`src/rtl/ps2_pkg.sv`:
```
// rtl/ps2_pkg.sv - shared register map, bit indices and frame constants
package ps2_pkg;

  typedef enum logic [1:0] {
    REG_DATA   = 2'd0,
    REG_STATUS = 2'd1,
    REG_CTRL   = 2'd2,
    REG_NONE   = 2'd3
  } reg_sel_e;

  localparam logic [3:0] OFF_DATA   = 4'h0;
  localparam logic [3:0] OFF_STATUS = 4'h4;
  localparam logic [3:0] OFF_CTRL   = 4'h8;

  localparam int ST_EMPTY     = 0;
  localparam int ST_FULL      = 1;
  localparam int ST_OVERFLOW  = 2;
  localparam int ST_PARITY    = 3;
  localparam int ST_FRAME     = 4;
  localparam int ST_TIMEOUT   = 5;
  localparam int ST_COUNT_LSB = 8;

  localparam int CTRL_RX_EN  = 0;
  localparam int CTRL_IRQ_EN = 1;

  localparam int FRAME_BITS = 11;

  function automatic reg_sel_e decode_reg(input logic [3:0] off);
    case (off)
      OFF_DATA:   return REG_DATA;
      OFF_STATUS: return REG_STATUS;
      OFF_CTRL:   return REG_CTRL;
      default:    return REG_NONE;
    endcase
  endfunction

endpackage

```
`src/rtl/ps2_rx_fifo.sv`:
```
// rtl/ps2_rx_fifo.sv - receive byte FIFO with occupancy count
module ps2_rx_fifo #(
  parameter int FIFO_DEPTH = 16
) (
  input  logic                        clock,
  input  logic                        reset,
  input  logic                        push,
  input  logic                        pop,
  input  logic [7:0]                  din,
  output logic [7:0]                  dout,
  output logic                        empty,
  output logic                        full,
  output logic [$clog2(FIFO_DEPTH):0] count
);

  localparam int AW = $clog2(FIFO_DEPTH);

  logic [7:0]    mem [FIFO_DEPTH];
  logic [AW-1:0] wr_ptr;
  logic [AW-1:0] rd_ptr;
  logic          do_push;
  logic          do_pop;

  assign empty   = (count == '0);
  assign full    = (count == (AW+1)'(FIFO_DEPTH));
  assign do_pop  = pop & ~empty;
  // a pop in the same cycle frees the slot a full-FIFO push needs
  assign do_push = push & (~full | do_pop);
  assign dout    = mem[rd_ptr];

  always_ff @(posedge clock) begin
    if (do_push) mem[wr_ptr] <= din;
  end

  always_ff @(posedge clock or posedge reset) begin
    if (reset) begin
      wr_ptr <= '0;
      rd_ptr <= '0;
      count  <= '0;
    end else begin
      if (do_push) wr_ptr <= wr_ptr + 1'b1;
      if (do_pop)  rd_ptr <= rd_ptr + 1'b1;
      case ({do_push, do_pop})
        2'b10:   count <= count + 1'b1;
        2'b01:   count <= count - 1'b1;
        default: count <= count;
      endcase
    end
  end

endmodule

```
`src/rtl/ps2_rx_apb_v2.sv`:
```
// rtl/ps2_rx_apb_v2.sv - PS/2 receiver with APB register interface and FIFO
module ps2_rx_apb_v2
  import ps2_pkg::*;
#(
  parameter int FIFO_DEPTH     = 16,
  parameter int TIMEOUT_CYCLES = 50000
) (
  input  logic        clock,
  input  logic        reset,
  input  logic [31:0] in_paddr,
  input  logic        in_psel,
  input  logic        in_penable,
  input  logic        in_pwrite,
  input  logic [2:0]  in_pprot,
  input  logic [31:0] in_pwdata,
  input  logic [3:0]  in_pstrb,
  output logic        in_pready,
  output logic [31:0] in_prdata,
  output logic        in_pslverr,
  input  logic        ps2_clk,
  input  logic        ps2_data,
  output logic        irq
);

  localparam int CW = $clog2(FIFO_DEPTH) + 1;
  localparam int TW = $clog2(TIMEOUT_CYCLES);

  logic          clk_s1, clk_s2, clk_s3, dat_s1, dat_s2;
  logic          fall;
  logic [3:0]    bit_cnt;
  logic [FRAME_BITS-2:0] shreg;
  logic [TW-1:0] idle_cnt;
  logic [1:0]    ctrl;
  logic [3:0]    sticky;
  logic          rx_en;
  logic          frame_end, start_ok, stop_ok, par_ok, good;
  logic          set_frm, set_par, set_ovf, timeout_hit;
  logic          access, err, pop, st_wr, ctrl_wr;
  logic [3:0]    w1c;
  reg_sel_e      sel;
  logic [7:0]    dout;
  logic          empty, full;
  logic [CW-1:0] count;
  logic [31:0]   status_w;
  logic          unused;

  assign unused = ^{in_pprot, in_paddr[31:4], in_paddr[1:0], in_pstrb[3:1], in_pwdata[31:6]};

  always_ff @(posedge clock or posedge reset) begin
    if (reset) begin
      {clk_s1, clk_s2, clk_s3, dat_s1, dat_s2} <= '1;
    end else begin
      clk_s1 <= ps2_clk;
      clk_s2 <= clk_s1;
      clk_s3 <= clk_s2;
      dat_s1 <= ps2_data;
      dat_s2 <= dat_s1;
    end
  end

  assign fall  = clk_s3 & ~clk_s2;
  assign rx_en = ctrl[CTRL_RX_EN];

  // shreg holds start..parity with the start bit at [0] once 10 bits are in
  assign frame_end   = rx_en & fall & (bit_cnt == 4'(FRAME_BITS - 1));
  assign start_ok    = ~shreg[0];
  assign stop_ok     = dat_s2;
  assign par_ok      = ^shreg[9:1];
  assign good        = frame_end & start_ok & stop_ok & par_ok;
  assign set_frm     = frame_end & ~(start_ok & stop_ok);
  assign set_par     = frame_end & start_ok & stop_ok & ~par_ok;
  assign set_ovf     = good & full & ~pop;
  assign timeout_hit = (bit_cnt != 4'd0) & ~fall & (idle_cnt == TW'(TIMEOUT_CYCLES - 1));

  always_ff @(posedge clock or posedge reset) begin
    if (reset) begin
      bit_cnt <= '0;
      shreg   <= '0;
    end else if (!rx_en) begin
      bit_cnt <= '0;
    end else if (fall) begin
      if (frame_end) begin
        bit_cnt <= '0;
      end else begin
        bit_cnt <= bit_cnt + 4'd1;
        shreg   <= {dat_s2, shreg[FRAME_BITS-2:1]};
      end
    end else if (timeout_hit) begin
      bit_cnt <= '0;
    end
  end

  always_ff @(posedge clock or posedge reset) begin
    if (reset)                                    idle_cnt <= '0;
    else if (fall)                                idle_cnt <= '0;
    else if (idle_cnt != TW'(TIMEOUT_CYCLES - 1)) idle_cnt <= idle_cnt + 1'b1;
  end

  assign sel        = decode_reg({in_paddr[3:2], 2'b00});
  assign access     = in_psel & in_penable;
  assign err        = (sel == REG_NONE) | ((sel == REG_DATA) & in_pwrite);
  assign in_pready  = access;
  assign in_pslverr = access & err;
  assign pop        = access & ~in_pwrite & (sel == REG_DATA) & ~empty;
  assign st_wr      = access & in_pwrite & (sel == REG_STATUS) & in_pstrb[0];
  assign ctrl_wr    = access & in_pwrite & (sel == REG_CTRL) & in_pstrb[0];
  assign w1c        = st_wr ? in_pwdata[ST_TIMEOUT:ST_OVERFLOW] : 4'b0;

  // sticky = {timeout, frame_err, parity_err, overflow}; hardware set beats W1C
  always_ff @(posedge clock or posedge reset) begin
    if (reset) begin
      sticky <= '0;
      ctrl   <= 2'b01;
      irq    <= 1'b0;
    end else begin
      sticky <= (sticky & ~w1c) | {timeout_hit, set_frm, set_par, set_ovf};
      if (ctrl_wr) ctrl <= in_pwdata[1:0];
      irq <= ctrl[CTRL_IRQ_EN] & (~empty | (|sticky));
    end
  end

  always_comb begin
    status_w                        = '0;
    status_w[ST_EMPTY]              = empty;
    status_w[ST_FULL]               = full;
    status_w[ST_TIMEOUT:ST_OVERFLOW] = sticky;
    status_w[ST_COUNT_LSB +: CW]    = count;
  end

  always_comb begin
    in_prdata = '0;
    if (access) begin
      case (sel)
        REG_DATA:   in_prdata = empty ? 32'h0 : {23'b0, 1'b1, dout};
        REG_STATUS: in_prdata = status_w;
        REG_CTRL:   in_prdata = {30'b0, ctrl};
        default:    in_prdata = '0;
      endcase
    end
  end

  ps2_rx_fifo #(.FIFO_DEPTH(FIFO_DEPTH)) u_fifo (
    .clock (clock),
    .reset (reset),
    .push  (good),
    .pop   (pop),
    .din   (shreg[8:1]),
    .dout  (dout),
    .empty (empty),
    .full  (full),
    .count (count)
  );

endmodule

```
`config.mk`:
```
export PLATFORM = sky130hd
export DESIGN_NAME = ps2_rx_apb_v2
export DESIGN_NICKNAME = d
export VERILOG_FILES = /design/src/rtl/ps2_pkg.sv /design/src/rtl/ps2_rx_fifo.sv /design/src/rtl/ps2_rx_apb_v2.sv
export SDC_FILE = /design/constraint.sdc
export NUM_CORES = 1
export LEC_CHECK = 0
export ABC_AREA = 1
export BUFFER_PORTS_ARGS = -buffer_cell sky130_fd_sc_hd__buf_2
export CELL_PAD_IN_SITES_DETAIL_PLACEMENT = 0
export CELL_PAD_IN_SITES_GLOBAL_PLACEMENT = 1
export CORE_MARGIN = 5
export CORE_UTILIZATION = 41
export DETAILED_ROUTE_END_ITERATION = 10
export PLACE_DENSITY_LB_ADDON = 0.08
export SKIP_LAST_GASP = 1
export SYNTH_ARGS = -nofsm -noshare
export SYNTH_HDL_FRONTEND = slang
export SYNTH_HIERARCHICAL = 1
export SYNTH_SLANG_ARGS = --single-unit
```
`constraint.sdc`:
```
create_clock -name clock -period 2.57 [get_ports clock]
set_input_delay 0.514 -clock clock [delete_from_list [all_inputs] [get_ports clock]]
set_output_delay 0.514 -clock clock [all_outputs]
set_load 0.1 [all_outputs]
```
==> results of run 1 <==
==> per-stage QoR <==
step	hold WS [ns]	power, mW	area [µm²]
after floorplan	0.345	5.90	8690
after global placement	0.345	6.89	9480
after detailed placement	0.349	6.94	9480
after CTS	0.166	9.36	10000
after global routing	0.168	10.6	10500
final	0.179	10.1	10500
==> cell families (layout without fill, tap and decap cells) <==
logic type                 Yosys count  in the layout  share of synthesized area (%)
adders and majority gates           13             13                           1.98
other                                1             19                         0.0437
muxes                                1              1                          0.131
DFF                                183            183                           60.9
xor gates and xnor gates            16             16                           1.72
and+or+nand+nor                    301            301                           16.4
buffers and inverters              174            260                           8.87
AOI/OAI and AO/OA                  148            148                           10.0
==> routing by layer <==
layer	wire length (µm)	up-vias	GRT usage, %
met2	10200	94	27.1
met5	0	-	0
met4	174	0	4.12
li1	-	2961	-
met1	9210	2940	22.3
met3	730	14	2.85
==> flip-flops by register name, indices dropped and copies added (netlist names), 2 cells and up <==
signal         flops
u_fifo/mem       128
idle_cnt          16
shreg             10
u_fifo/count       5
bit_cnt            4
sticky             4
u_fifo/rd_ptr      4
u_fifo/wr_ptr      4
ctrl               2
==> final timing paths <==
check	from	to	slack [ns]	depth (start not counted)
max	u_fifo/rd_ptr[0]	in_prdata[4]	-0.24	11
min	reset	u_fifo/wr_ptr[2]	0.18	2
max reg2reg	clk_s3	u_fifo/mem[12][3]	0.18	13
min reg2reg	dat_s1	dat_s2	0.36	0
max in group asynchronous	reset	shreg[2]	1.64	2
min in group clock	ps2_data	dat_s1	0.19	1
==> cells in the final DEF, fill, tap and decap left out, drive strengths merged, types with 4 or more instances in the layout <==
master,n
a21oi,48
a22oi,4
buf,93
clkbuf,26
clkinv,11
conb,19
dfrtp,49
dfstp,6
edfxtp,128
ha,12
inv,128
nand2,144
nand3,84
nand4,4
nor2,61
nor3,5
o211ai,32
o21ai,58
xor2,13
==> critical path, delay by kind of cell (launching register included) <==
family | cells | cell delay (ns)
buf+inv | 4 | 0.62
simple gates | 4 | 0.50
compound gates | 3 | 0.25
flops | 1 | 0.50
==> where the power goes <==
| part | switching (mW) | total (mW) | internal [mW] |
|---|---|---|---|
| combinational | 2.46 | 3.97 | 1.51 |
| sequential | 0.186 | 3.71 | 3.53 |
| clock | 1.12 | 2.37 | 1.25 |
| total | 3.77 | 10.1 | 6.28 |
==> cell type report <==
cell class | count | area share, %
Clock inverter | 13 | 0.967
Timing Repair Buffer | 100 | 9.53
Clock buffer | 19 | 4.13
Tap cell | 275 | 3.28
Inverter | 128 | 4.68
Multi-Input combinational cell | 498 | 27.5
Sequential cell | 183 | 49.9
==> repair_timing <==
action,4_1_cts,5_1_grt
pin swaps,1,45
resized for setup,8,54
setup endpoints to repair,9,19
setup buffers,0,7
cloned,0,10
hold buffers,0,0
==> results.toml, run 1 <==
[status]
status = "finished, violations left"
violations = "negative setup slack"

[final_layout]
multi_input_area_um2 = 2880
insertedDiodeCount = 0
nFillCells = 1927
area_growth_pct = 22.0
seq_area_um2 = 5230
fin_util_pct = 50.3
stdcell_count = 1216
final_nets = 1019
drive_above_1_share_pct = 25.4

[grt]
grt_pass1_wl_um = 30500
antenna_found_initial = 0
overflow = 0
grt_max_degree = 57
grtUsageTotal_pct = 16.3
grt_pass1_vias = 5735

[yosys]
yosysSeqAreaShare_pct = 60.9
synthTopCellsByCount = "133 x nand2_1, 128 x edfxtp_1, 114 x inv_1"
synth_top_area_cell = "edfxtp_1"
async_flop_share_pct = 30.1
syn_avg_cell_area_um2 = 10.3
synth.most_common_cell = "nand2_1"
synthesis.area_um2 = 8590
ys_ff_latch = 183
yosys.area.top_type_share_pct = 44.7
synth-edff-count = 128
synthDistinctLibCells = 44
ys.warnings.count = 6
synthFlopType = "edfxtp_1"
postSynthCellCount = 837
ys_top_cells_by_area = "edfxtp_1 45%, dfrtp_1 14%, nand2_1 5.8%, inv_1 5.0%, nand3_1 4.6%"

[routing]
dr_total_vias = 6009
viasPerCell = 4.94
wl_um = 20300
wl_per_cell_um = 16.7
first_iter_violations = 394
dr.pass1.iters = 5
drc = 0
ant_nets = 0

[critical_path]
critPathMaxFanout = 5
path_class = "flop to primary output"
crit_chain = "buf_12 -> buf_6 -> clkbuf_16 -> a21oi_2 -> o21ai_1 -> nand3_1 -> nand3_2 -> nand2_2 -> a22oi_2 -> nor2_2 -> buf_12"
critPathLaunchType = "flop"
cp.arrival_ns = 2.30
crit_path_frequent_cell = "buf_12"
end_kind = "primary output"
cpPeakStageDelay_ns = 0.50
slowest_stage = "dfrtp_4"
required_ns = 2.06

[place]
dp_cells = 1167
place_ws_ns = 0.00375
gpl.final_weighted_congestion = 0.785
port_buffers = 31
dp_hpwl_um = 13100

[die]
fp.coreArea_um2 = 20800
initial_utilization_pct = 41.3
rows = 53
dieWidth_um = 155
die_area_um2 = 23900
die_h_um = 155
io_pins = 113

[worst_hold_path]
hold_class = "input port to asynchronous set/reset pin"

[clock_network]
h-tree-depth = 4
root_buffer = "clkbuf_16"
cts_buffer_depth = 2
cts_buffers = 17
cts.clk_slew.worst_paths_ns = 0.07
clock_sinks = 183
insertion_delay_ns = 0.43
cts_tree = "yes"

[timing]
finalHoldViolCount = 0
setup_tns_ns = -1.49
fin_crit_ns = 2.81
setup_viol = 8
slew_headroom_pct = 39.3
rsz0062_at_grt = "true"
timing.fmax_ghz = 0.356
skew_ns = 0.0134
worstMarginPinSlew_ns = 0.910
slew_viol_final = 0
fin_ws_ns = -0.241
finalCritPeriodShare_pct = 109

[pwr]
p_leak_nw = 4.37
peakVddDrop_mv = 0.471
pwr_density_cell_nw_per_um2 = 959

[run]
maxCapViolCount = 0
No activity file was read; power rests on OpenSTA's default activity.
==> run 2, diff against run 1 <==
- ABC_AREA: 1 -> default
- CELL_PAD_IN_SITES_DETAIL_PLACEMENT: 0 -> 1
- CELL_PAD_IN_SITES_GLOBAL_PLACEMENT: 1 -> 2
- CORE_UTILIZATION: 41 -> 37
==> run 2 against run 1 <==
Against the previous run: count of clock-buffer cells in the layout is the same; critical path type unchanged; power shrank 7.3%; core utilization shrank 1.9 points; the run still ends with negative setup slack left; highest routed layer is now met5; critical endpoint is now in_prdata[2]; critical path depth shrank 4.
==> results.toml, run 2 <==
[critical_path]
path_class = "flop to primary output"
cp.arrival_ns = 2.51
slowest_stage = "mux4_2"
required_ns = 2.06
crit_start = "u_fifo/rd_ptr[0]"
critPathLaunchType = "flop"
r2r-start = "shreg[5]"
crit_path_frequent_cell = "buf_12"
cpPeakStageDelay_ns = 0.50
critPathMaxFanout = 6
end_kind = "primary output"
crit_chain = "buf_12 -> mux4_2 -> a22oi_1 -> nand2_2 -> a22oi_2 -> nor2_4 -> buf_12"

[yosys]
syn_avg_cell_area_um2 = 15.1
async_flop_share_pct = 30.1
ys_top_cells_by_area = "edfxtp_1 47%, dfrtp_1 15%, mux4_2 8.8%, mux2_2 2.1%, a22oi_1 2.0%"
synthTopCellsByCount = "128 x edfxtp_1, 49 x dfrtp_1, 32 x mux4_2, 32 x nor2_1, 26 x and3_1"
synth.most_common_cell = "edfxtp_1"
synth_top_area_cell = "edfxtp_1"
postSynthCellCount = 541
synthesis.area_um2 = 8170
synthFlopType = "edfxtp_1"
ys.warnings.count = 6
yosysSeqAreaShare_pct = 64.0
synthDistinctLibCells = 64
yosys.area.top_type_share_pct = 47.1
ys_ff_latch = 183
synth-edff-count = 128

[final_layout]
nFillCells = 2139
area_growth_pct = 29.0
drive_above_1_share_pct = 44.6
multi_input_area_um2 = 3100
seq_area_um2 = 5240
top_register = "u_fifo/mem"
final_common_cell = "edfxtp_1"
largest_reg_flops = 128
fin_area_um2 = 10500
insertedDiodeCount = 0
final_nets = 746
reg_top3 = "u_fifo/mem (128), idle_cnt (16), shreg (10)"
stdcell_count = 948
layout_common_cells = "128 x edfxtp_1, 66 x buf_4, 42 x dfrtp_1"

[pwr]
clkPwrFrac_pct = 28.5
seq_power_share_pct = 37.5
p_leak_nw = 4.00
peakVddDrop_mv = 0.503
pwr_density_cell_nw_per_um2 = 885
p_comb_share_pct = 34.0
p_int_mw = 6.38
switching_power_mw = 2.94
swShare_pct = 31.5
power_mw = 9.32

[timing]
slew_viol_final = 0
fin_crit_ns = 3.02
skew_ns = 0.00930
setup_viol = 12
timing.fmax_ghz = 0.331
worstMarginPinSlew_ns = 0.944
finalCritPeriodShare_pct = 117
fin_ws_ns = -0.450
finalHoldViolCount = 0
slew_headroom_pct = 36.7
rsz0062_at_grt = "true"

[clock_network]
cts.clk_slew.worst_paths_ns = 0.07
cts_tree = "yes"
h-tree-depth = 4
cts_buffers = 17
clock_sinks = 183
cts_buffer_depth = 2
cts_hold_buf = 0
root_buffer = "clkbuf_16"
insertion_delay_ns = 0.44

[routing]
first_iter_violations = 263
ant_nets = 0
wl_um = 20500
dr_total_vias = 4966
wl_per_cell_um = 21.7
drc = 0
viasPerCell = 5.24
dr.pass1.iters = 4

[place]
place_area_um2 = 9350
port_buffers = 31
dp_hpwl_um = 14100
gpl.final_weighted_congestion = 0.793
dp_cells = 899
place_ws_ns = -0.544

[die]
io_pins = 113
rows = 54
initial_utilization_pct = 37.5
die_h_um = 159
dieWidth_um = 159
fp.coreArea_um2 = 21800
die_area_um2 = 25200

[grt]
grt-busiest-layer = "met2"
grt_max_degree = 27
overflow = 0
antenna_found_initial = 1
grt_util_met1_pct = 22.2
use_met2_pct = 29.7
gr-usage-met3_pct = 3.37
grtUsageTotal_pct = 17.2
grt_pass1_wl_um = 32200
grt_pass1_vias = 5480

[status]
violations = "negative setup slack"
status = "finished, violations left"

[worst_hold_path]
hold_class = "input port to asynchronous set/reset pin"

[run]
maxCapViolCount = 0
==> run 2: cell count changes after synthesis, sizes merged, moves of 9 or more <==
cell / change
nand2: -121
inv: -111
nand3: -67
o21ai: -48
a21oi: -37
mux4: +32
o211ai: -30
nor2: -28
and3: +26
a22oi: +18
mux2: +15
xnor2: +9
==> run 2: path summary, 6_finish.rpt <==
kind | to | slack (ns) | cells after the start
min reg2reg | dat_s2 | 0.36 | 0
max | in_prdata[2] | -0.45 | 7
max in group asynchronous | ctrl[0] | 1.73 | 3
min in group clock | clk_s1 | 0.17 | 1
min | u_fifo/wr_ptr[0] | 0.15 | 2
max reg2reg | u_fifo/count[4] | -0.42 | 12
==> run 2: cells by family after synthesis <==
family | Yosys count | synth area share (%)
DFF | 183 | 64.0
and+or+nand+nor | 144 | 10.1
AOI/OAI and AO/OA | 69 | 5.94
buffers and inverters | 56 | 3.69
muxes | 50 | 11.3
xor gates and xnor gates | 25 | 2.85
adders and majority gates | 13 | 2.08
other | 1 | 0.0459
==> run 2: cell type report <==
| type | count | share of cell area [%] |
|---|---|---|
| clock buffers | 19 | 4.11 |
| repair buffers | 119 | 11.4 |
| multi-input cells | 320 | 29.4 |
| well taps | 280 | 3.33 |
| inverters | 14 | 0.523 |
| clock inverters | 13 | 1.58 |
| flip-flops and latches | 183 | 49.7 |
==> run 2: critical path: cells and delay by family (launching register included) <==
kind | cells | cell delay (ns)
flip-flops | 1 | 0.45
multiplexers | 1 | 0.50
AO/OA/AOI/OAI | 2 | 0.62
AND/OR/NAND/NOR | 2 | 0.18
buffers and inverters | 2 | 0.32
==> run 2: per-stage QoR <==
stage / hold slack (ns) / setup TNS [ns] / util [%]
finish: 0.149 / -4.35 / 48.4
global route: 0.152 / -6.31 / 48.4
CTS: 0.153 / -7.22 / 47.6
detailed placement: 0.350 / -17.89 / 43.0
global placement: 0.349 / -16.71 / 43.0
floorplan: 0.345 / -1.36 / -
==> run 2: power groups by stage <==
stage / registers (mW) / logic, mW / clock network [mW]
after global routing: 3.51 / 3.40 / 2.88
after floorplan: 3.62 / 1.51 / 0
after global placement: 3.54 / 2.56 / 0
after detailed placement: 3.54 / 2.62 / 0
final: 3.49 / 3.17 / 2.66
after CTS: 3.49 / 3.01 / 2.72
==> run 2: timing repair <==
action / in CTS / in global routing
cloned: 2 / 0
setup endpoints to repair: 141 / 142
resized for setup: 82 / 32
buffers inserted: 5 / 13
pin swaps: 32 / 17
==> run 2: per-layer routing <==
layer  part of all wire, %  wire length [µm]
met1                    42              8700
met2                    53             10900
met3                   3.3               671
met4                   1.4               285
met5                 0.034                 7
